### config.mk
export PLATFORM = sky130hd
export DESIGN_NAME = demux4_buf
export DESIGN_NICKNAME = d
export VERILOG_FILES = /design/src/rtl/demux4_buf.sv
export SDC_FILE = /design/constraint.sdc
export NUM_CORES = 1
export LEC_CHECK = 0
export BUFFER_PORTS_ARGS = -buffer_cell sky130_fd_sc_hd__buf_2
export CAP_MARGIN = 20
export CORE_ASPECT_RATIO = 0.8
export CORE_UTILIZATION = 60
export DETAILED_ROUTE_END_ITERATION = 8
export HOLD_SLACK_MARGIN = 0.08
export PLACE_DENSITY = 0.83
export SLEW_MARGIN = 20
export SYNTH_ARGS = -nofsm -noshare
export SYNTH_HDL_FRONTEND = slang
export SYNTH_SLANG_ARGS = --single-unit
### constraint.sdc
create_clock -name clk -period 4.5 [get_ports clk]
set_clock_uncertainty 0.15 [all_clocks]
set_input_delay 0.225 -clock clk [delete_from_list [all_inputs] [get_ports clk]]
set_output_delay 0.225 -clock clk [all_outputs]
set_load 0.02 [all_outputs]
### src/rtl/demux4_buf.sv
// Registered 1-to-4 demultiplexer: each word is steered by in_sel into a
// 2-entry FIFO per output channel, with valid/ready handshaking on both sides.
module demux4_buf #(
  parameter int WIDTH = 32
) (
  input  logic               clk,
  input  logic               rst_n,
  input  logic [WIDTH-1:0]   in_data,
  input  logic [1:0]         in_sel,
  input  logic               in_valid,
  output logic               in_ready,
  output logic [4*WIDTH-1:0] out_data,
  output logic [3:0]         out_valid,
  input  logic [3:0]         out_ready
);

  logic [WIDTH-1:0] head_q [4];
  logic [WIDTH-1:0] head_d [4];
  logic [WIDTH-1:0] tail_q [4];
  logic [WIDTH-1:0] tail_d [4];
  logic [1:0]       cnt_q  [4];
  logic [1:0]       cnt_d  [4];
  logic             push;

  // Ready looks only at the selected channel's fill level: no pass-through
  // from out_ready, so a full channel stays refused even while it drains.
  assign in_ready = rst_n & (cnt_q[in_sel] != 2'd2);
  assign push     = in_valid & in_ready;

  always_comb begin
    out_data  = '0;
    out_valid = '0;
    for (int k = 0; k < 4; k++) begin
      out_valid[k]                  = (cnt_q[k] != 2'd0);
      out_data[k*WIDTH +: WIDTH]    = head_q[k];
    end
  end

  always_comb begin
    for (int k = 0; k < 4; k++) begin
      logic psh;
      logic pop;
      head_d[k] = head_q[k];
      tail_d[k] = tail_q[k];
      cnt_d[k]  = cnt_q[k];
      psh       = push && (in_sel == 2'(k));
      pop       = out_valid[k] && out_ready[k];
      case (cnt_q[k])
        2'd0: begin
          if (psh) begin
            head_d[k] = in_data;
            cnt_d[k]  = 2'd1;
          end
        end
        2'd1: begin
          if (psh && pop) begin
            head_d[k] = in_data;
          end else if (psh) begin
            tail_d[k] = in_data;
            cnt_d[k]  = 2'd2;
          end else if (pop) begin
            // Empty head is kept at zero so the output lane reads 0.
            head_d[k] = '0;
            cnt_d[k]  = 2'd0;
          end
        end
        2'd2: begin
          if (pop) begin
            head_d[k] = tail_q[k];
            tail_d[k] = '0;
            cnt_d[k]  = 2'd1;
          end
        end
        default: begin
          cnt_d[k] = cnt_q[k];
        end
      endcase
    end
  end

  always_ff @(posedge clk or negedge rst_n) begin
    if (!rst_n) begin
      for (int k = 0; k < 4; k++) begin
        head_q[k] <= '0;
        tail_q[k] <= '0;
        cnt_q[k]  <= 2'd0;
      end
    end else begin
      for (int k = 0; k < 4; k++) begin
        head_q[k] <= head_d[k];
        tail_q[k] <= tail_d[k];
        cnt_q[k]  <= cnt_d[k];
      end
    end
  end

endmodule
Word level (Yosys, flattened, before mapping):

Index checks and enable logic that the tools add are counted.

* bitwise operators: 3
* eq/ne operators: 40
* $lt $le $gt $ge: 1
* muxes and demuxes: 59
* reductions and logical operators: 41

Operators by type and width (number)
* two-way mux 32 bit: 24
* case mux 32 bit (3 select lines): 4
* case mux 32 bit (2 select lines): 4
* two-way mux 2 bit: 22
* AND reduction 5 bit: 8
* inequality test 3 bit (second input constant): 12
* inequality test 2 bit (second input constant): 17
* case mux 2 bit (3 select lines): 4
* AND reduction 4 bit: 4
* nonzero test 2 bit: 8
* equality test 2 bit (second input constant): 6
* logical AND 1 bit: 12
* nonzero test 3 bit: 4
* equality test 2 x 1 -> 1 bit (second input constant): 5
* zero test 2 bit: 5
* binary-select mux 2 bit (select 2 bit): 1
* greater-or-equal comparator 3 bit (second input constant): 1
* inverter 2 -> 3 bit: 1
* AND 1 bit: 2

* input bits: 41
* output and inout port bits: 133
* word-level logic and storage cells: 156
* flip-flop bits (word level): 264

Depth between registers and ports, before layout:

* depth in word-level cells: 11
* depth in mapped cells: 8
* depth with buffers taken out: 6

Worst setup path before layout:

No wires, ideal clock.

* path kind: register to register
* start point: register cnt_q[4] (netlist bit)
* end point: register head_q, in the netlist out_data[32]
* required time: 4225 ps
* path buffers: 1
* library setup time: 125 ps
* arrival time: 1987 ps
* stages on the path, launching flop included: 7
* period minus slack after synthesis: 2261 ps
* setup slack: 2239 ps
* path through: dfrtp_1 inv_1 ha_1 or3_1 o221ai_1 buf_2 mux2_2

* word-level cells in the longest chain between the ends: 10
* elaborated cells between the ends (all ways): 21
* classes of those cells: 7 x eq/ne; 5 x mux; 2 x bitwise; 7 x reduce/logical

Ends and longest elaborated chain
* from (decl): line 21 `logic [1:0] cnt_q [4];`
* from (signal, indexed assignment): line 92 `cnt_q[k] <= cnt_d[k];`
* binary-select mux 2 bit (select 2 bit): line 27 `assign in_ready = rst_n & (cnt_q[in_sel] != 2'd2);`
* two-way mux 2 bit (implied by the code) (2 in a row): line 27
* inequality test 2 bit: line 27
* AND 1 bit: line 27
* AND 1 bit: line 28 `assign push = in_valid & in_ready;`
* logical AND 1 bit: line 46 `psh = push && (in_sel == 2'(k));`
* logical AND 1 bit: line 56 `if (psh && pop) begin`
* inequality test 3 bit (no source line) / two-way mux 32 bit (equally long branches)
* AND reduction 5 bit (no source line) / case mux 32 bit (3 select lines) (equally long branches)
* to (signal, indexed assignment): line 90 `head_q[k] <= head_d[k];`
* to (decl): line 17 `logic [WIDTH-1:0] head_q [4];`

Parallel ways exist; a longest one is shown, timed or not. The select of a mux whose other input is x is not followed.
A chain may end at the register's enable or synchronous reset.

Final worst setup path:

* start point: input rst_n
* end point: register tail_q[47] (netlist bit)

* word-level cells in the longest chain between the ends: 6
* elaborated cells between the ends (all ways): 7
* classes of those cells: 2 x eq/ne; 2 x bitwise; 3 x reduce/logical

Ends and longest elaborated chain
* from (decl): line 7 `input logic rst_n,`
* AND 1 bit (*): line 27
* AND 1 bit (*): line 28
* logical AND 1 bit (*): line 46
* logical AND 1 bit: line 56
* inequality test 2 bit (no source line)
* AND reduction 4 bit (no source line) (*)
* to (signal, indexed assignment): line 91 `tail_q[k] <= tail_d[k];`
* to (decl): line 19 `logic [WIDTH-1:0] tail_q [4];`

Mark *: on every way between the ends. The rest lies on a longest branch, timed or not.

==> reports/results.ini <==
[clock_tree]
cts_sinks = 264
clk_pin_slew_ps = 60
cts_htree_levels = 1
postCtsSetupBuffers = 0
cts-buffers-inserted = 26
cts_tree = done
clockBufferDepth = 3
ctsResizeCount = 0
ctsHoldBuffers = 34
clk_latency_ps = 530
cts_root_buf = clkbuf_16

[setup_path]
crit_end = tail_q[47]
crit_start = rst_n
reg2reg_depth = 6
required_ps = 4740
cp_max_fo = 70
crit_type = in2reg
end_kind = flop
r2r_slack_ps = 1460
crit_arrival_ps = 3560
r2r-start = cnt_q[4]
r2r-end = out_data[32]
start_kind = primary input

[global_routing]
overflow = 0
grt_pass1_wl_um = 52900
grt_antenna_before_repair = 1
track_usage = 0.323
grt_pass1_vias = 9584
grt_start_max_net_pins = 72

[synthesis]
synth.distinct_cells = 43
yosys.area.top_type = dfrtp_1
synth_edf_count = 0
synthCells = 1015
netlist_area_sq_um = 12400
yosysSeqAreaShare = 0.533
synth-main-ff-cell = dfrtp_1
synth-async-reset-ratio = 1.00
synth_seq_cells = 264
yosys-top-cells-count = dfrtp_1, nand2_1, a22o_1, mux2i_1, mux2_2
synth_top_area_frac = 0.533
netlist_top_cells_area = dfrtp_1, mux2i_1, a22o_1, mux2_2, mux2_1
synth_nets = 1072
syn_avg_cell_area_sq_um = 12.2
yosysWarnings = 0
yosysMostFrequentCell = dfrtp_1

[pwr]
vdd_drop_max_v = 0.000573
powerDensity_nw_per_um2 = 743
p_total_mw = 10.9
power.leakage_nw = 7.75

[drt]
drt_wl_total_um = 34000
num_vias = 9463
drt_iter0_drc = 1011
wire_per_inst_um = 22.9
drtPass1Iterations = 5
ant_nets = 0
viasPerCell = 6.38
drc = 0

[sta]
finalHoldViolations = 0
post-route-period-util = 0.739
finalMaxSlewViolations = 0
rsz0062_at_grt = no
period_needed_ps = 3330
setup_viol = 0
tns_ps = 0
relSlewSlack = 0.271
worstMarginPinSlew_ps = 1090
fmax_ghz = 0.301

[floorplanning]
die_height_um = 131
die_area_sq_um = 21200
start_util = 0.619
rows = 46
dieWidth_um = 163
core_sq_um = 20000
ios = 174

[cells_and_area]
drive_above_1_share = 0.265
area_growth_pct = 18.6
nFillCells = 1343
ff_latch_area_sq_um = 6610
multi_input_area_sq_um = 5410
nNetsFinal = 1260
design_area_sq_um = 14700

[worst_hold_path]
min_path_type = in2async

[placement]
port_buffers = 173
post-dp-hpwl_um = 21000
dpl_cell_area_sq_um = 13600
gp_congestion = 0.896

[outcome]
outcome = finished, final reports clean

[run]
drv_cap = 0

[critical path, cell delays in order]
cell	delay, ps
dlygate4sd3_1	560
buf_8	390
nand3_1	450
nor4_1	470
nand3b_1	700
buf_4	540
mux2i_1	170
[layout make-up]
cell class / count / share of cell area
Multi-Input combinational cell: 636 / 0.368
Timing Repair Buffer: 227 / 0.0938
Tap cell: 264 / 0.0225
Antenna cell: 1 / 0.000170
Clock inverter: 6 / 0.00221
Inverter: 48 / 0.0123
Sequential cell: 264 / 0.449
Clock buffer: 38 / 0.0515
[worst min-delay path by stage]
stage	to	from	slack (ps)
after floorplan	cnt_q[0]	rst_n	-220
after global placement	out_data[52]	rst_n	50
after detailed placement	out_data[52]	rst_n	50
after CTS	out_data[52]	rst_n	110
after global routing	cnt_q[0]	out_ready[3]	140
final	out_data[52]	rst_n	80
[logic make-up after synthesis]
| family | Yosys count | synth area share |
|---|---|---|
| adder cells (fa/ha/maj) | 16 | 0.0162 |
| buffers and inverters | 115 | 0.0395 |
| AO/OA/AOI/OAI | 166 | 0.117 |
| AND/OR/NAND/NOR | 197 | 0.0725 |
| flip-flops | 264 | 0.533 |
| multiplexers | 257 | 0.221 |
[sequential cells by signal, indices dropped and copies added (netlist names)]
name / flops
out_data: 128
cnt_q: 8
tail_q: 128
[through the flow]
| step | worst slack [ps] | std cells | utilization | hold WS [ps] |
|---|---|---|---|---|
| 2_1_floorplan | 2240 | 1015 | - | -221 |
| 3_3_place_gp | 1370 | 1405 | 0.677 | 52.9 |
| 3_5_place_dp | 1250 | 1405 | 0.677 | 50.5 |
| 4_1_cts | 1180 | 1483 | 0.734 | 107 |
| 5_1_grt | 937 | 1484 | 0.734 | 135 |
| 6_report | 1170 | 1484 | 0.734 | 79.3 |
[per-layer routing]
metal	global-route usage	vias to the layer above	share of wire
met1	0.459	4813	0.43
met3	0.0707	69	0.098
met5	0	-	0
li1	-	4012	-
met4	0.0979	0	0.024
met2	0.501	569	0.45
[power by group]
part           internal (mW)  switching [mW]  total (mW)
Combinational           2.03            2.81        4.84
Sequential              3.40           0.618        4.02
Clock                   1.16           0.897        2.05
Total                   6.59            4.33        10.9
[cell usage in the layout (no fill, tap or decap), types with 16 or more instances in the layout]
master and count:
buf_2 172, buf_4 19, mux2_2 75, nand2_1 132, ha_1 16, dfrtp_1 264
dlygate4sd3_1 34, clkbuf_16 27, a22o_1 128, inv_1 47, mux2i_1 128, mux2_1 53
No activity file was read; power rests on OpenSTA's default activity.
